[src/rtl/sic_exec_alu_q.sv]
// Buffered ALU execute sub-unit: in-order queue of issued packets, head executes and commits.
// Optional macro SIC_EXEC_ALU_Q_LOCK_HOLD_EN keeps the ALU lock across back-to-back ALU entries.
module sic_exec_alu_q #(
  parameter int SIC_ID   = 0,
  parameter int NUM_ECRS = 4,
  parameter int ID_WIDTH = 8,
  parameter int DEPTH    = 4,
  localparam int ECR_W   = (NUM_ECRS > 1) ? $clog2(NUM_ECRS) : 1,
  localparam int OCC_W   = $clog2(DEPTH + 1)
) (
  input  logic                clk,
  input  logic                rst_n,
  output logic                req_instr,
  input  logic                in_valid,
  input  logic [ID_WIDTH-1:0] in_issue_id,
  input  logic [4:0]          in_rs,
  input  logic [4:0]          in_rt,
  input  logic                in_read_rs,
  input  logic                in_read_rt,
  input  logic                in_use_alu,
  input  logic                in_write_gpr,
  input  logic                in_wb_alu,
  input  logic                in_write_ecr,
  input  logic                in_is_bne,
  input  logic                in_pred_taken,
  input  logic                in_b_is_imm,
  input  logic                in_imm_zext,
  input  logic [5:0]          in_alu_op,
  input  logic [15:0]         in_imm16,
  input  logic [ECR_W-1:0]    in_set_ecr_id,
  input  logic [ECR_W-1:0]    in_dep_ecr_id,
  output logic [4:0]          rf_rs,
  output logic [4:0]          rf_rt,
  input  logic                rs_valid,
  input  logic                rt_valid,
  input  logic [31:0]         rs_rdata,
  input  logic [31:0]         rt_rdata,
  output logic [ECR_W-1:0]    ecr_raddr,
  input  logic [1:0]          ecr_rdata,
  output logic                alu_lock_req,
  output logic                alu_lock_release,
  output logic [ID_WIDTH-1:0] alu_lock_id,
  input  logic                alu_grant,
  output logic [5:0]          alu_op,
  output logic [31:0]         alu_a,
  output logic [31:0]         alu_b,
  input  logic [31:0]         alu_c,
  input  logic                alu_zero,
  output logic                rf_wcommit,
  output logic [31:0]         rf_wdata,
  output logic                ecr_wen,
  output logic [ECR_W-1:0]    ecr_waddr,
  output logic [1:0]          ecr_wdata,
  output logic [OCC_W-1:0]    occupancy
);

  localparam int PTR_W = $clog2(DEPTH);

  typedef struct packed {
    logic [ID_WIDTH-1:0] issue_id;
    logic [4:0]          rs;
    logic [4:0]          rt;
    logic                read_rs;
    logic                read_rt;
    logic                use_alu;
    logic                write_gpr;
    logic                wb_alu;
    logic                write_ecr;
    logic                is_bne;
    logic                pred_taken;
    logic                b_is_imm;
    logic                imm_zext;
    logic [5:0]          alu_op;
    logic [15:0]         imm16;
    logic [ECR_W-1:0]    set_ecr_id;
    logic [ECR_W-1:0]    dep_ecr_id;
  } entry_t;

  function automatic logic [31:0] ext_imm(input logic [15:0] imm, input logic zext);
    ext_imm = zext ? {16'b0, imm} : {{16{imm[15]}}, imm};
  endfunction

  function automatic logic is_shift_op(input logic [5:0] op);
    is_shift_op = (op == 6'h00) || (op == 6'h02) || (op == 6'h03);
  endfunction

  entry_t            mem_q [DEPTH];
  entry_t            in_entry;
  entry_t            head;
  logic [PTR_W-1:0]  wr_q, wr_d, rd_q, rd_d;
  logic [OCC_W-1:0]  cnt_q, cnt_d;
  logic              lock_held_q, lock_held_d;
  logic              release_q, release_d;
  logic              head_valid, push, rf_ok, lock_ok, abort, commit;
  logic              alu_commit, keep_lock, taken, shift;
  logic              unused_sic_id;

  assign unused_sic_id = (SIC_ID != 0);

  assign in_entry = '{issue_id: in_issue_id, rs: in_rs, rt: in_rt,
                      read_rs: in_read_rs, read_rt: in_read_rt, use_alu: in_use_alu,
                      write_gpr: in_write_gpr, wb_alu: in_wb_alu, write_ecr: in_write_ecr,
                      is_bne: in_is_bne, pred_taken: in_pred_taken, b_is_imm: in_b_is_imm,
                      imm_zext: in_imm_zext, alu_op: in_alu_op, imm16: in_imm16,
                      set_ecr_id: in_set_ecr_id, dep_ecr_id: in_dep_ecr_id};

  assign req_instr  = (cnt_q != OCC_W'(DEPTH));
  assign push       = in_valid & req_instr;
  assign head_valid = (cnt_q != '0);
  assign head       = mem_q[rd_q];
  assign shift      = is_shift_op(head.alu_op);

  // Issue handshake and commit decision for the head entry
  assign rf_ok  = (!head.read_rs | rs_valid) & (!head.read_rt | rt_valid);
  assign lock_ok = alu_grant | lock_held_q;
  assign abort  = head_valid & (ecr_rdata == 2'b10);
  assign commit = head_valid & rf_ok & (!head.use_alu | lock_ok) & !abort
                & (!head.write_ecr | (ecr_rdata == 2'b01));
  assign taken  = head.is_bne ? !alu_zero : alu_zero;

  assign rf_rs       = head_valid ? head.rs : '0;
  assign rf_rt       = head_valid ? head.rt : '0;
  assign ecr_raddr   = head_valid ? head.dep_ecr_id : '0;
  assign alu_lock_id = head_valid ? head.issue_id : '0;
  assign alu_op      = head_valid ? head.alu_op : '0;
  assign alu_a       = !head_valid ? '0 : shift ? {27'b0, head.imm16[10:6]} : rs_rdata;
  assign alu_b       = !head_valid ? '0 : (shift || !head.b_is_imm) ? rt_rdata
                     : ext_imm(head.imm16, head.imm_zext);
  assign alu_lock_req = head_valid & head.use_alu & !abort & !lock_held_q & !release_q;
  assign alu_lock_release = release_q;

  assign rf_wcommit = commit & head.write_gpr & head.wb_alu;
  assign rf_wdata   = rf_wcommit ? alu_c : '0;
  assign ecr_wen    = commit & head.write_ecr;
  assign ecr_waddr  = ecr_wen ? head.set_ecr_id : '0;
  assign ecr_wdata  = !ecr_wen ? 2'b00 : (taken == head.pred_taken) ? 2'b01 : 2'b10;
  assign occupancy  = cnt_q;

  assign alu_commit = commit & head.use_alu;

`ifdef SIC_EXEC_ALU_Q_LOCK_HOLD_EN
  logic [PTR_W-1:0] nxt_ptr;
  logic             nxt_use_alu;
  assign nxt_ptr     = rd_q + PTR_W'(1);
  assign nxt_use_alu = mem_q[nxt_ptr].use_alu;
  assign keep_lock   = alu_commit & (cnt_q > OCC_W'(1)) & nxt_use_alu;
  always_comb begin
    lock_held_d = lock_held_q;
    if (abort)           lock_held_d = 1'b0;
    else if (alu_commit) lock_held_d = keep_lock;
  end
`else
  assign keep_lock   = 1'b0;
  assign lock_held_d = 1'b0;
`endif

  // Any lock owned by the head is given back on a non-chained commit or a flush
  assign release_d = (alu_commit & !keep_lock) | (abort & head.use_alu & lock_ok);

  always_comb begin
    wr_d  = wr_q;
    rd_d  = rd_q;
    cnt_d = cnt_q;
    if (abort) begin
      wr_d  = '0;
      rd_d  = '0;
      cnt_d = '0;
    end else begin
      if (push)   wr_d = wr_q + PTR_W'(1);
      if (commit) rd_d = rd_q + PTR_W'(1);
      cnt_d = cnt_q + OCC_W'(push) - OCC_W'(commit);
    end
  end

  always_ff @(posedge clk or negedge rst_n) begin
    if (!rst_n) begin
      wr_q        <= '0;
      rd_q        <= '0;
      cnt_q       <= '0;
      lock_held_q <= 1'b0;
      release_q   <= 1'b0;
    end else begin
      wr_q        <= wr_d;
      rd_q        <= rd_d;
      cnt_q       <= cnt_d;
      lock_held_q <= lock_held_d;
      release_q   <= release_d;
    end
  end

  // Payload storage carries no reset; validity is tracked by cnt_q
  always_ff @(posedge clk) begin
    if (push) mem_q[wr_q] <= in_entry;
  end

endmodule

[config.mk]
export PLATFORM = sky130hd
export DESIGN_NAME = sic_exec_alu_q
export DESIGN_NICKNAME = d
export VERILOG_FILES = /design/src/rtl/sic_exec_alu_q.sv
export SDC_FILE = /design/constraint.sdc
export NUM_CORES = 1
export LEC_CHECK = 0
export CORE_MARGIN = 4
export CORE_UTILIZATION = 36
export CTS_BUF_LIST = sky130_fd_sc_hd__clkbuf_8
export CTS_CLUSTER_SIZE = 24
export DETAILED_ROUTE_END_ITERATION = 10
export HOLD_SLACK_MARGIN = 0.05
export PLACE_DENSITY = 0.64
export SLEW_MARGIN = 10
export SYNTH_ARGS = -nofsm -noshare
export SYNTH_HDL_FRONTEND = slang
export SYNTH_SLANG_ARGS = --single-unit
export TNS_END_PERCENT = 20
[constraint.sdc]
create_clock -name clk -period 4.05 [get_ports clk]
set_input_delay 0.81 -clock clk [delete_from_list [all_inputs] [get_ports clk]]
set_output_delay 0.81 -clock clk [all_outputs]
set_load 0.01 [all_outputs]
==> results.cfg <==
[run_status]
status = complete, no violations

[synth]
async_flop_share_pct = 3.57
ys_top_cells_by_count = edfxtp_1, and2_1, mux4_2
synth_most_common_cell = edfxtp_1
synthCells = 528
ys_seq_area_share_pct = 70.7
synth-main-ff-cell = edfxtp_1
synth-edff-count = 216
synth.avg_cell_area_um2 = 17.9
ys_types = 45
synth_area_leaders = edfxtp_1, mux4_2, and2_1
yosysTopAreaCell = edfxtp_1
netlist_area_um2 = 9460
synth-seq-cells = 224
synthesis.nets = 694
yosysWarnings = 0
netlist.area_leader.share_pct = 68.6

[power_and_ir_drop]
p_sw_mw = 3.11
p_total_mw = 9.56
p_leak_nw = 4.97
internal-power_mw = 6.45
power_density_nw_per_um2 = 695
swShare_pct = 32.6
clkPwrFrac_pct = 20.7
combPwrFrac_pct = 46.3
p_seq_share_pct = 33.0
ir_drop_v = 0.000434

[floorplan]
initial_utilization_pct = 36.4
num_rows = 59
die_h_um = 170
dieArea_um2 = 28900
ios = 293
dieWidth_um = 170
core_area_um2 = 26000

[timing]
fin_crit_ps = 3960
fin_skew_ps = 12.3
rsz0062_at_grt = yes
hold_slack_ps = 587
setup_slack_ps = 86.6
final.setup.tns_ps = 0
drv_slew = 0
fmax_ghz = 0.252
slew_headroom_pct = 39.7
finalCritPeriodShare_pct = 97.9
setup_viol = 0
worst_pin_slew_ps = 905
hold_viol_final = 0

[critical_path]
required_ps = 3240
worst_setup_path_start_kind = flop
crit_type = flop to output port
cp.arrival_ps = 3150
rr_endpoint = occupancy[2]
end_kind = output port
critical_path.max_fanout = 16
r2r_slack_ps = 860
r2r_cells = 14
r2r_start = rd_q[0]

[grt]
grt_pass1_vias = 6323
antenna_found_initial = 9
grt.total_usage_pct = 18.1
grt_overflow = 0
grt_max_degree = 55
grt_pass1_wl_um = 38800

[placed_design]
dp_slack_ps = 215
hpwl_um = 18400
numPortBuffers = 292
gp_congestion = 0.818
placed_area_um2 = 12800

[cts]
clk_pin_slew_ps = 60
numCtsBuffers = 37
cts_buffer_depth = 3
htree_num_levels = 2
clock-sinks = 224
cts_root_buffer = clkbuf_8
cts_tree = built
clk_latency_ps = 510

[min_path]
hold_end = wr_q[1]
min_path_cells = 2
min-delay-start = wr_q[1]
hp-class = flop to flop

[layout]
final_layout_size_suffix_gt1_share_pct = 16.3
area_growth_pct = 45.4
finalInstanceArea_um2 = 13700
fillerInstances = 2221
fin_nets = 1023

[routing]
drc = 0
wl_per_cell_um = 22.1
drt-pass1-iter-count = 6
vias = 5965
detail-route-antenna-nets = 0
drt_iter0_markers = 193
viasPerCell = 4.89
routed_wl_um = 27000

[flow_run]
drv_cap = 0
==> timing repair <==
| action | in CTS | in global routing |
|---|---|---|
| setup buffers | 9 | 3 |
| hold buffers | 0 | 0 |
| endpoints found under the setup margin | 71 | 66 |
| pin swaps | 2 | 4 |
| gates resized for setup | 39 | 14 |
| gates cloned | 1 | 1 |
==> power by group through the flow <==
| stage | Combinational (mW) | Clock [mW] | Sequential, mW |
|---|---|---|---|
| 6_report | 4.42 | 1.98 | 3.16 |
| 2_1_floorplan | 2.27 | 0 | 3.16 |
| 3_3_place_gp | 4.37 | 0 | 3.24 |
| 5_1_grt | 4.79 | 2.14 | 3.20 |
| 4_1_cts | 4.45 | 2.04 | 3.16 |
| 3_5_place_dp | 4.37 | 0 | 3.25 |
==> worst max path at each step <==
stage	start	endpoint	slack (ps)	cells after the start
final	rd_q[0]	rf_wdata[17]	90	9
after global routing	rd_q[0]	rf_wdata[17]	-40	9
after CTS	rd_q[0]	rf_wdata[8]	20	8
after detailed placement	ecr_rdata[1]	ecr_wdata[1]	210	7
after global placement	ecr_rdata[1]	ecr_wdata[1]	240	7
after floorplan	rd_q[0]	rf_wdata[22]	1150	8
==> cell usage in the layout, fill, tap and decap left out, types with 5 or more instances in the layout <==
| cell | instances |
|---|---|
| inv_1 | 14 |
| nor2_1 | 7 |
| nand2b_1 | 5 |
| o21ai_0 | 9 |
| dlygate4sd2_1 | 32 |
| and2_1 | 58 |
| clkinv_1 | 12 |
| clkbuf_8 | 37 |
| clkinv_2 | 6 |
| buf_12 | 6 |
| buf_4 | 16 |
| edfxtp_1 | 216 |
| a21o_1 | 16 |
| nand3_1 | 7 |
| dlymetal6s2s_1 | 7 |
| mux4_2 | 49 |
| dfrtp_1 | 6 |
| nor2b_1 | 32 |
| clkdlybuf4s50_1 | 253 |
| ha_1 | 6 |
| a22o_1 | 16 |
| nand2_1 | 16 |
==> cells by family after synthesis <==
group	Yosys count	synth area share, %
adders and majority gates	7	1.01
buffers and inverters	40	2.09
DFF	224	70.7
xor gates and xnor gates	5	0.463
and+or+nand+nor	142	8.96
muxes	54	12.2
AOI/OAI and AO/OA	56	4.58
==> metrics by stage <==
stage	utilization [%]	instances
2_1_floorplan	-	528
4_1_cts	52.5	1214
3_3_place_gp	49.3	1139
3_5_place_dp	49.3	1139
6_report	52.9	1221
5_1_grt	52.9	1221
==> cell type report <==
type	count	area, um2	share of cell area [%]
Sequential cell	224	6690	48.7
Timing Repair Buffer	320	3240	23.6
Multi-Input combinational cell	264	2620	19.0
Clock buffer	37	509	3.70
Tap cell	335	419	3.05
Clock inverter	28	225	1.64
Inverter	10	37.5	0.273
Antenna cell	3	7.51	0.0546
==> worst max-delay path, stage by stage, from the launching register on <==
cell and delay (ps):
dfrtp_4 500, buf_4 160, mux4_2 460, a22oi_2 220, nand3_2 150, nor3_4 190
buf_12 150, clkbuf_16 150, and2_1 130, clkdlybuf4s50_1 540
==> per-layer routing <==
| layer | wire [um] | vias up | track usage [%] |
|---|---|---|---|
| li1 | - | 2719 | - |
| met1 | 9330 | 2945 | 19.5 |
| met2 | 14300 | 228 | 32.9 |
| met3 | 2280 | 61 | 5.85 |
| met4 | 999 | 12 | 6.84 |
| met5 | 93 | - | 0 |
==> flip-flops by register name, summed over array words and instances, names as in the netlist <==
register and flops:
occupancy 3, wr_q 2, mem_q 216, alu_lock_release 1, rd_q 2
Note: power is estimated with default switching activity, not from simulation.
